## config.mk

```make
export PLATFORM = sky130hd
export DESIGN_NAME = psk_symbol_mapper
export DESIGN_NICKNAME = d
export VERILOG_FILES = /design/src/rtl/psk_symbol_mapper.sv
export SDC_FILE = /design/constraint.sdc
export NUM_CORES = 1
export LEC_CHECK = 0
export BUFFER_PORTS_ARGS = -buffer_cell sky130_fd_sc_hd__buf_2
export CORE_UTILIZATION = 40
export CTS_BUF_LIST = sky130_fd_sc_hd__clkbuf_8 sky130_fd_sc_hd__clkbuf_16
export DETAILED_ROUTE_END_ITERATION = 12
export PLACE_DENSITY = 0.75
export SLEW_MARGIN = 20
export SYNTH_ARGS = -nofsm -noshare
export SYNTH_HDL_FRONTEND = slang
export SYNTH_SLANG_ARGS = --single-unit
```

## constraint.sdc

```tcl
create_clock -name clk -period 4.7 [get_ports clk]
set_input_delay 0.94 -clock clk [delete_from_list [all_inputs] [get_ports clk]]
set_output_delay 0.94 -clock clk [all_outputs]
set_load 0.1 [all_outputs]
```

## src/rtl/psk_symbol_mapper.sv

```systemverilog
// Maps AXIS bit beats to signed BPSK/QPSK I/Q points at the symbol tick, tracking packet framing.
// Optional feature: define DIFF_ENC_EN for differential (phase-accumulating) encoding.
module psk_symbol_mapper #(
  parameter int BYTES    = 1,
  parameter int AMP_W    = 16,
  parameter int BPSK_AMP = 32767,
  parameter int QPSK_AMP = 23170
) (
  input  logic                    clk,
  input  logic                    rst_n,
  input  logic                    clk_enable,
  input  logic [BYTES*8-1:0]      I_tdata,
  input  logic                    I_tvalid,
  output logic                    I_tready,
  input  logic                    I_tlast,
  input  logic                    I_tuser,
  output logic signed [AMP_W-1:0] O_i,
  output logic signed [AMP_W-1:0] O_q,
  output logic                    O_tvalid,
  input  logic                    O_tready,
  output logic                    O_tlast,
  output logic                    O_tuser,
  output logic                    in_pkt,
  output logic                    underrun,
  output logic [15:0]             sym_cnt
);

  typedef enum logic [0:0] {IDLE = 1'b0, ACTIVE = 1'b1} state_t;

  localparam logic signed [AMP_W-1:0] BPSK_P = AMP_W'(BPSK_AMP);
  localparam logic signed [AMP_W-1:0] BPSK_N = -BPSK_P;
  localparam logic signed [AMP_W-1:0] QPSK_P = AMP_W'(QPSK_AMP);
  localparam logic signed [AMP_W-1:0] QPSK_N = -QPSK_P;

  state_t                  state_r, state_nxt_s;
  logic                    ready_s, accept_s, gap_s, first_s;
  logic signed [AMP_W-1:0] map_i_s, map_q_s;
  logic                    unused_s;

  assign unused_s = ^I_tdata[BYTES*8-1:2];
  assign ready_s  = !O_tvalid | O_tready;
  assign I_tready = ready_s;
  assign accept_s = clk_enable & I_tvalid & ready_s;
  assign gap_s    = clk_enable & !I_tvalid & ready_s;
  assign first_s  = (state_r == IDLE);

`ifdef DIFF_ENC_EN
  logic [1:0] phase_r, phase_inc_s, phase_new_s;

  // Phase increment (Gray for QPSK, 0/2 for BPSK) and constellation from the new phase
  always_comb begin
    phase_inc_s = 2'd0;
    map_i_s     = '0;
    map_q_s     = '0;
    if (I_tuser) begin
      phase_inc_s = {I_tdata[0], 1'b0};
    end else begin
      case (I_tdata[1:0])
        2'b00:   phase_inc_s = 2'd0;
        2'b01:   phase_inc_s = 2'd1;
        2'b11:   phase_inc_s = 2'd2;
        2'b10:   phase_inc_s = 2'd3;
        default: phase_inc_s = 2'd0;
      endcase
    end
    phase_new_s = (first_s ? 2'd0 : phase_r) + phase_inc_s;
    if (I_tuser) begin
      map_i_s = phase_new_s[1] ? BPSK_N : BPSK_P;
      map_q_s = '0;
    end else begin
      case (phase_new_s)
        2'd0:    begin map_i_s = QPSK_P; map_q_s = QPSK_P; end
        2'd1:    begin map_i_s = QPSK_N; map_q_s = QPSK_P; end
        2'd2:    begin map_i_s = QPSK_N; map_q_s = QPSK_N; end
        2'd3:    begin map_i_s = QPSK_P; map_q_s = QPSK_N; end
        default: begin map_i_s = '0;     map_q_s = '0;     end
      endcase
    end
  end

  // Phase only moves on accepted beats; it restarts at each packet's first beat
  always_ff @(posedge clk or negedge rst_n) begin
    if (!rst_n) begin
      phase_r <= 2'd0;
    end else if (accept_s) begin
      phase_r <= phase_new_s;
    end
  end
`else
  // Direct constellation map
  always_comb begin
    map_i_s = '0;
    map_q_s = '0;
    if (I_tuser) begin
      map_i_s = I_tdata[0] ? BPSK_N : BPSK_P;
      map_q_s = '0;
    end else begin
      map_i_s = I_tdata[0] ? QPSK_N : QPSK_P;
      map_q_s = I_tdata[1] ? QPSK_N : QPSK_P;
    end
  end
`endif

  // Packet FSM next-state
  always_comb begin
    state_nxt_s = state_r;
    case (state_r)
      IDLE: begin
        if (accept_s && !I_tlast) state_nxt_s = ACTIVE;
        else                      state_nxt_s = IDLE;
      end
      ACTIVE: begin
        if (accept_s && I_tlast) state_nxt_s = IDLE;
        else                     state_nxt_s = ACTIVE;
      end
      default: state_nxt_s = IDLE;
    endcase
  end

  // Packet state, framing status and symbol counter
  always_ff @(posedge clk or negedge rst_n) begin
    if (!rst_n) begin
      state_r  <= IDLE;
      in_pkt   <= 1'b0;
      underrun <= 1'b0;
      sym_cnt  <= 16'd0;
    end else begin
      state_r <= state_nxt_s;
      in_pkt  <= (state_nxt_s == ACTIVE);
      if (gap_s && (state_r == ACTIVE)) underrun <= 1'b1;
      if (accept_s) sym_cnt <= first_s ? 16'd1 : sym_cnt + 16'd1;
    end
  end

  // Single output register; idle gaps drive zero energy, stalls hold everything
  always_ff @(posedge clk or negedge rst_n) begin
    if (!rst_n) begin
      O_i      <= '0;
      O_q      <= '0;
      O_tvalid <= 1'b0;
      O_tlast  <= 1'b0;
      O_tuser  <= 1'b1;
    end else if (clk_enable && ready_s) begin
      if (I_tvalid) begin
        O_i      <= map_i_s;
        O_q      <= map_q_s;
        O_tvalid <= 1'b1;
        O_tlast  <= I_tlast;
        O_tuser  <= I_tuser;
      end else begin
        O_i      <= '0;
        O_q      <= '0;
        O_tvalid <= 1'b0;
        O_tlast  <= 1'b0;
      end
    end
  end

endmodule
```

==> flow_summary.yaml, run 1 <==
timing:
  slew_violations: 0
  fmax_mhz: 365
  holdWs_ps: 457
  finalSetupTns_ps: 0
  finClkSkew_ps: 5.95
  worst_pin_slew_ps: 652
  finalCriticalPeriod_ps: 2740
  finalHoldViolations: 0
  min_period_over_period_pct: 58.3
  setup-violations-final: 0
  rsz0062_at_grt: "no"
  relSlewSlack_pct: 56.5
synthesis:
  ys_top_cells_by_count: "dfrtp_1 (28), buf_4 (25), nand2_1 (17)"
  synth_most_common_cell: "dfrtp_1"
  muxShareOfSynthArea_pct: 0
  synth_ff_type: "dfrtp_1"
  synth.area.top_cells: "dfrtp_1 (45%), buf_4 (12%), o21ai_0 (5.2%), nand2_1 (4.1%), a21oi_1 (3.9%)"
  synth_compound_area_share_pct: 15.1
  synth_top_area_cell: "dfrtp_1"
  yosysWarningCount: 0
  ys_types: 28
  postSynthCellCount: 163
  synthAdderAreaFrac_pct: 3.23
  synth_seq_area_share_pct: 46.9
  synth_top_family_by_area: "simple AND/OR/NAND/NOR gates"
  synth-simple-area-share_pct: 18.2
  synthXorXnorAreaFrac_pct: 0.565
  netlist.area_leader.share_pct: 45.2
  synth_edf_count: 0
  async_flop_share_pct: 100
  synth-seq-cells: 29
  netlist_area_um2: 1550
  synth_area_per_cell_um2: 9.52
  syn-num-nets: 182
hold_path:
  min_path_type: "flip-flop to flip-flop"
floorplanning:
  io_pins: 69
  rows: 22
  start_util_pct: 42.1
  die-area_um2: 4130
  fp.coreArea_um2: 3690
  die_h_um: 64.3
  die_x_um: 64.3
cells_and_area:
  regArea_um2: 727
  drive_above_1_share_pct: 35.6
  fill_cells: 362
  multiInputGateArea_um2: 579
  area_delta_synth_final_pct: 15.5
  final_nets: 220
  diodes: 0
detailed_routing:
  ant_nets: 0
  route.met3.wl_um: 161
  top_layer_used: "met4"
  routed_wl_um: 3150
  wl_met2_um: 1480
  viasPerCell: 5.00
  drtPass1Iterations: 4
  wl_per_cell_um: 12.6
  post-route-drc-count: 0
  drtIter0Drc: 58
  via_count: 1251
  drt-met1-wl_um: 1450
placed_design:
  place_congestion: 0.710
  dpl.hpwl_um: 2190
  numPortBuffers: 61
grt:
  antenna_found_initial: 0
  grt_start_max_net_pins: 30
  overflow: 0
  grt_pass1_vias: 1127
  grt_pass1_wl_um: 5100
  grt_usage_pct: 16.6
clock_network:
  cts_buffers: 5
  post-cts-setup-buffer-count: 0
  cts.sink_count: 29
  cts-hold-fix-buffers: 0
  cts_resized: 0
  cts.clk_slew.worst_paths_ps: 60
  cts_tree: "done"
  clock_latency_ps: 280
  htree_levels: 2
  cts-root-buf: "clkbuf_8"
  cts_buffer_depth: 2
worst_setup_path:
  cp-start-kind: "input port"
  arrival_ps: 1800
  path_class: "input port to output port"
  end_kind: "output port"
  required_ps: 3760
  cp_max_fo: 7
power:
  ir_worst_vdd_v: 0.000527
  p_per_area_nw_per_um2: 559
  leakagePower_uw: 0.000962
status:
  status: "complete, no violations"
flow_run:
  max-cap-violations: 0
-- power by group --
part	internal (µW)	switching [µW]
Clock	115	93.3
Sequential	278	33.6
Combinational	56.9	425
-- flip-flops by register name, summed over array words and instances, names as in the netlist, named ones only --
signal / flops
sym_cnt: 16
O_i: 5
O_q: 3
O_tlast: 1
O_tuser: 1
O_tvalid: 1
underrun: 1
-- per-layer routing --
metal | track usage (%) | vias up
met2 | 26.3 | 37
li1 | - | 618
met3 | 6.25 | 6
met5 | 0 | -
met1 | 19.6 | 590
met4 | 8.06 | 0
-- through the flow --
| stage | worst slack (ps) | util, % | cells | instance area (µm²) | power [µW] |
|---|---|---|---|---|---|
| 5_1_grt | 1940 | 48.6 | 250 | 1790 | 1040 |
| 6_report | 1960 | 48.6 | 250 | 1790 | 1000 |
| 3_5_place_dp | 1960 | 46.1 | 242 | 1700 | 799 |
| 3_3_place_gp | 1980 | 46.1 | 242 | 1700 | 796 |
| 2_1_floorplan | 2300 | - | 163 | 1550 | 757 |
| 4_1_cts | 1960 | 48.6 | 250 | 1790 | 1010 |
-- layout by cell type, fill, tap and decap left out, drive strengths merged, types with 6 or more instances in the layout --
cell type / instances
o21ai: 16
buf: 61
dfrtp: 28
inv: 10
nand3: 6
o31ai: 8
or3: 6
nand2: 17
a21oi: 12
clkbuf: 6
-- cell families after synthesis --
| family | Yosys count |
|---|---|
| AOI/OAI and AO/OA | 40 |
| xor gates and xnor gates | 1 |
| adders and majority gates | 4 |
| buffers and inverters | 38 |
| DFF | 29 |
| other | 1 |
| and+or+nand+nor | 50 |
-- worst paths after layout --
kind / start / end / slack (ps) / cells after the start
worst max-delay path: O_tready / I_tready / 1960 / 3
worst min register to register: underrun$_DFFE_PN0P_ / underrun$_DFFE_PN0P_ / 460 / 2
max in group asynchronous: rst_n / sym_cnt[4]$_DFFE_PN0P_ / 3590 / 1
worst max register to register: O_tvalid$_DFFE_PN0P_ / sym_cnt[6]$_DFFE_PN0P_ / 2810 / 4
worst min-delay path: underrun$_DFFE_PN0P_ / underrun$_DFFE_PN0P_ / 460 / 2
min in group asynchronous: rst_n / O_q[14]$_DFFE_PN0P_ / 680 / 1
-- worst max-delay path: stages --
cell and delay, ps:
buf_2 70, nand2b_1 290, buf_2 500
-- cell type report --
class	count	area share, %
Inverter	8	1.68
Clock inverter	2	0.419
Tap cell	48	3.35
Clock buffer	6	4.61
Multi-Input combinational cell	96	32.3
Sequential cell	29	40.6
Timing Repair Buffer	61	17.0
Power figures use the tool's default switching activity.
==> inputs of run 2 (changes only) <==
--- a/config.mk
+++ b/config.mk
@@ -5,11 +5,12 @@
 export SDC_FILE = /design/constraint.sdc
 export NUM_CORES = 1
 export LEC_CHECK = 0
+export ABC_AREA = 1
 export BUFFER_PORTS_ARGS = -buffer_cell sky130_fd_sc_hd__buf_2
 export CORE_UTILIZATION = 40
 export CTS_BUF_LIST = sky130_fd_sc_hd__clkbuf_8 sky130_fd_sc_hd__clkbuf_16
 export DETAILED_ROUTE_END_ITERATION = 12
-export PLACE_DENSITY = 0.75
+export PLACE_DENSITY = 0.76
 export SLEW_MARGIN = 20
 export SYNTH_ARGS = -nofsm -noshare
 export SYNTH_HDL_FRONTEND = slang
==> constraint.sdc (replaced) <==
create_clock -name clk -period 2.48 [get_ports clk]
set_input_delay 0.496 -clock clk [delete_from_list [all_inputs] [get_ports clk]]
set_output_delay 0.496 -clock clk [all_outputs]
set_load 0.1 [all_outputs]
==> run 2 against run 1 <==
Against the previous run:
- sequential power grew 91%
- sequential share of layout area decreased by 3.3 points
- non-clock buffer count rose by 1
- clock power rose by 73%
- global-route usage up 0.41 points
==> flow_summary.yaml, run 2 <==
status:
  status: "complete, no violations"
worst_setup_path:
  path_class: "flip-flop to output port"
  arrival_ps: 1280
  required_ps: 1980
  slowest_delay_ps: 440
  crit_chain: "nand2_2 -> buf_2"
  critPathSlowestCell: "dfrtp_1"
  cp_max_fo: 5
  cp-start-kind: "flip-flop"
  end_kind: "output port"
timing:
  finalCriticalPeriod_ps: 1780
  setup-violations-final: 0
  finalSetupTns_ps: 0
  setup_ws_ps: 701
  fmax_mhz: 562
  min_period_over_period_pct: 71.7
  worst_pin_slew_ps: 638
  slew_violations: 0
  relSlewSlack_pct: 57.5
  finalHoldViolations: 0
  finClkSkew_ps: 7.52
  rsz0062_at_grt: "no"
cells_and_area:
  drive_above_1_share_pct: 31.8
  mostFrequentLayoutCells: "buf_2 (61), nand2_1 (39), inv_1 (30), dfrtp_1 (28), nor2_1 (24)"
  final_nets: 273
  area_delta_synth_final_pct: 14.7
  final_core_util_pct: 48.4
  top_register: "sym_cnt"
  fill_cells: 419
  diodes: 0
  final_common_cell: "buf_2"
  largestRegisters: "sym_cnt (16), O_i (5), O_q (3)"
  largest_reg_flops: 16
  final_cells: 305
synthesis:
  ys_top_cells_by_count: "nand2_1 (39), dfrtp_1 (28), inv_1 (27)"
  synth_ff_type: "dfrtp_1"
  netlist_area_um2: 1700
  synth.area.top_cells: "dfrtp_1 (41%), buf_4 (11%), nand2_1 (8.6%), inv_1 (6.0%), nor2_1 (5.3%)"
  synth_area_per_cell_um2: 8.01
  postSynthCellCount: 212
  synth_edf_count: 0
  ys_types: 28
  synth_most_common_cell: "nand2_1"
  syn-num-nets: 231
  netlist.area_leader.share_pct: 41.2
  async_flop_share_pct: 100
  synth_top_area_cell: "dfrtp_1"
  yosysWarningCount: 0
  synth_seq_area_share_pct: 42.8
  synth-seq-cells: 29
clock_network:
  cts.sink_count: 29
  cts_tree: "done"
  cts-hold-fix-buffers: 0
  cts_resized: 0
  htree_levels: 2
  cts-root-buf: "clkbuf_8"
  cts_buffers: 5
  post-cts-setup-buffer-count: 0
  cts.clk_slew.worst_paths_ps: 60
  clock_latency_ps: 290
  cts_buffer_depth: 2
hold_path:
  min_path_type: "input port to asynchronous set/reset pin"
placed_design:
  dp.cells: 297
  numPortBuffers: 61
  place_congestion: 0.767
  pre_cts_ws_ps: 818
  dpl.hpwl_um: 2510
power:
  clkPwrFrac_pct: 19.0
  comb_power_share_pct: 49.6
  p_per_area_nw_per_um2: 972
  total_power_uw: 1890
  ir_worst_vdd_v: 0.000513
  p_switching_uw: 1070
  p_int_uw: 826
  p_sw_share_pct: 56.4
  seq_power_share_pct: 31.4
  leakagePower_uw: 0.00111
floorplanning:
  fp.coreArea_um2: 4030
  rows: 23
  io_pins: 69
  die_h_um: 67.2
  start_util_pct: 42.2
  die_x_um: 67.2
  die-area_um2: 4510
detailed_routing:
  post-route-drc-count: 0
  via_count: 1427
  ant_nets: 0
  viasPerCell: 4.68
  drtIter0Drc: 41
  routed_wl_um: 3370
  wl_per_cell_um: 11.0
  drtPass1Iterations: 4
grt:
  antenna_found_initial: 0
  overflow: 0
  grt_pass1_wl_um: 5600
  grt_pass1_vias: 1251
  grt_start_max_net_pins: 30
  grt_usage_pct: 17.0
flow_run:
  max-cap-violations: 0
-- run 2: cell types whose count changed after synthesis, sizes merged, moves of 6 or more --
cell and delta:
nand2 +27, or3 -6, nor2 +24, inv +20, o31ai -8
-- run 2: metrics by stage --
stage,instance area (µm²),hold slack (ps)
floorplan,1700,200
global route,1950,289
global placement,1870,439
finish,1950,226
detailed placement,1870,439
CTS,1950,256
-- run 2: worst max-delay path, delay by kind of cell, from the launching register on --
family	cells	cell delay [ps]
buffers and inverters	1	430
AND/OR/NAND/NOR	1	130
flip-flops	1	440
-- run 2: power by group through the flow --
stage / clock, µW / combinational [µW] / sequential [µW]
after floorplan: 0 / 486 / 978
after global placement: 0 / 937 / 602
after detailed placement: 0 / 945 / 605
after CTS: 368 / 946 / 596
after global routing: 387 / 976 / 607
final: 359 / 940 / 595
-- run 2: logic make-up after synthesis --
| kind of cell | share of synthesized area, % |
|---|---|
| DFF | 42.8 |
| AOI/OAI and AO/OA | 10.8 |
| adders and majority gates | 2.95 |
| other | 0.221 |
| and+or+nand+nor | 24.4 |
| buffers and inverters | 18.8 |
-- run 2: final timing paths --
| path | start | endpoint | slack, ps | depth (start not counted) |
|---|---|---|---|---|
| worst max-delay path | O_tvalid$_DFFE_PN0P_ | I_tready | 700 | 2 |
| min in group clk | I_tdata[1] | O_q[14]$_DFFE_PN0P_ | 410 | 2 |
| worst min register to register | underrun$_DFFE_PN0P_ | underrun$_DFFE_PN0P_ | 450 | 1 |
| worst min-delay path | rst_n | sym_cnt[14]$_DFFE_PN0P_ | 230 | 1 |
| max in group asynchronous | rst_n | O_tlast$_DFFE_PN0P_ | 1840 | 1 |
| worst max register to register | O_tvalid$_DFFE_PN0P_ | sym_cnt[12]$_DFFE_PN0P_ | 1040 | 6 |
-- run 2: area by class of cell --
type,count,area (µm²),share of cell area (%)
flip-flops and latches,29,727,37.3
multi-input cells,126,653,33.5
repair buffers,62,313,16.0
inverters,30,114,5.84
clock buffers,5,68.8,3.53
well taps,50,62.6,3.21
clock inverters,3,11.3,0.578
-- run 2: layer usage --
layer | vias up | track usage (%) | share of wire, %
met2 | 46 | 26.1 | 47
met1 | 651 | 21.4 | 45
met5 | - | 0 | 0
met4 | 0 | 9.57 | 1.9
li1 | 723 | - | -
met3 | 7 | 4.56 | 6.7
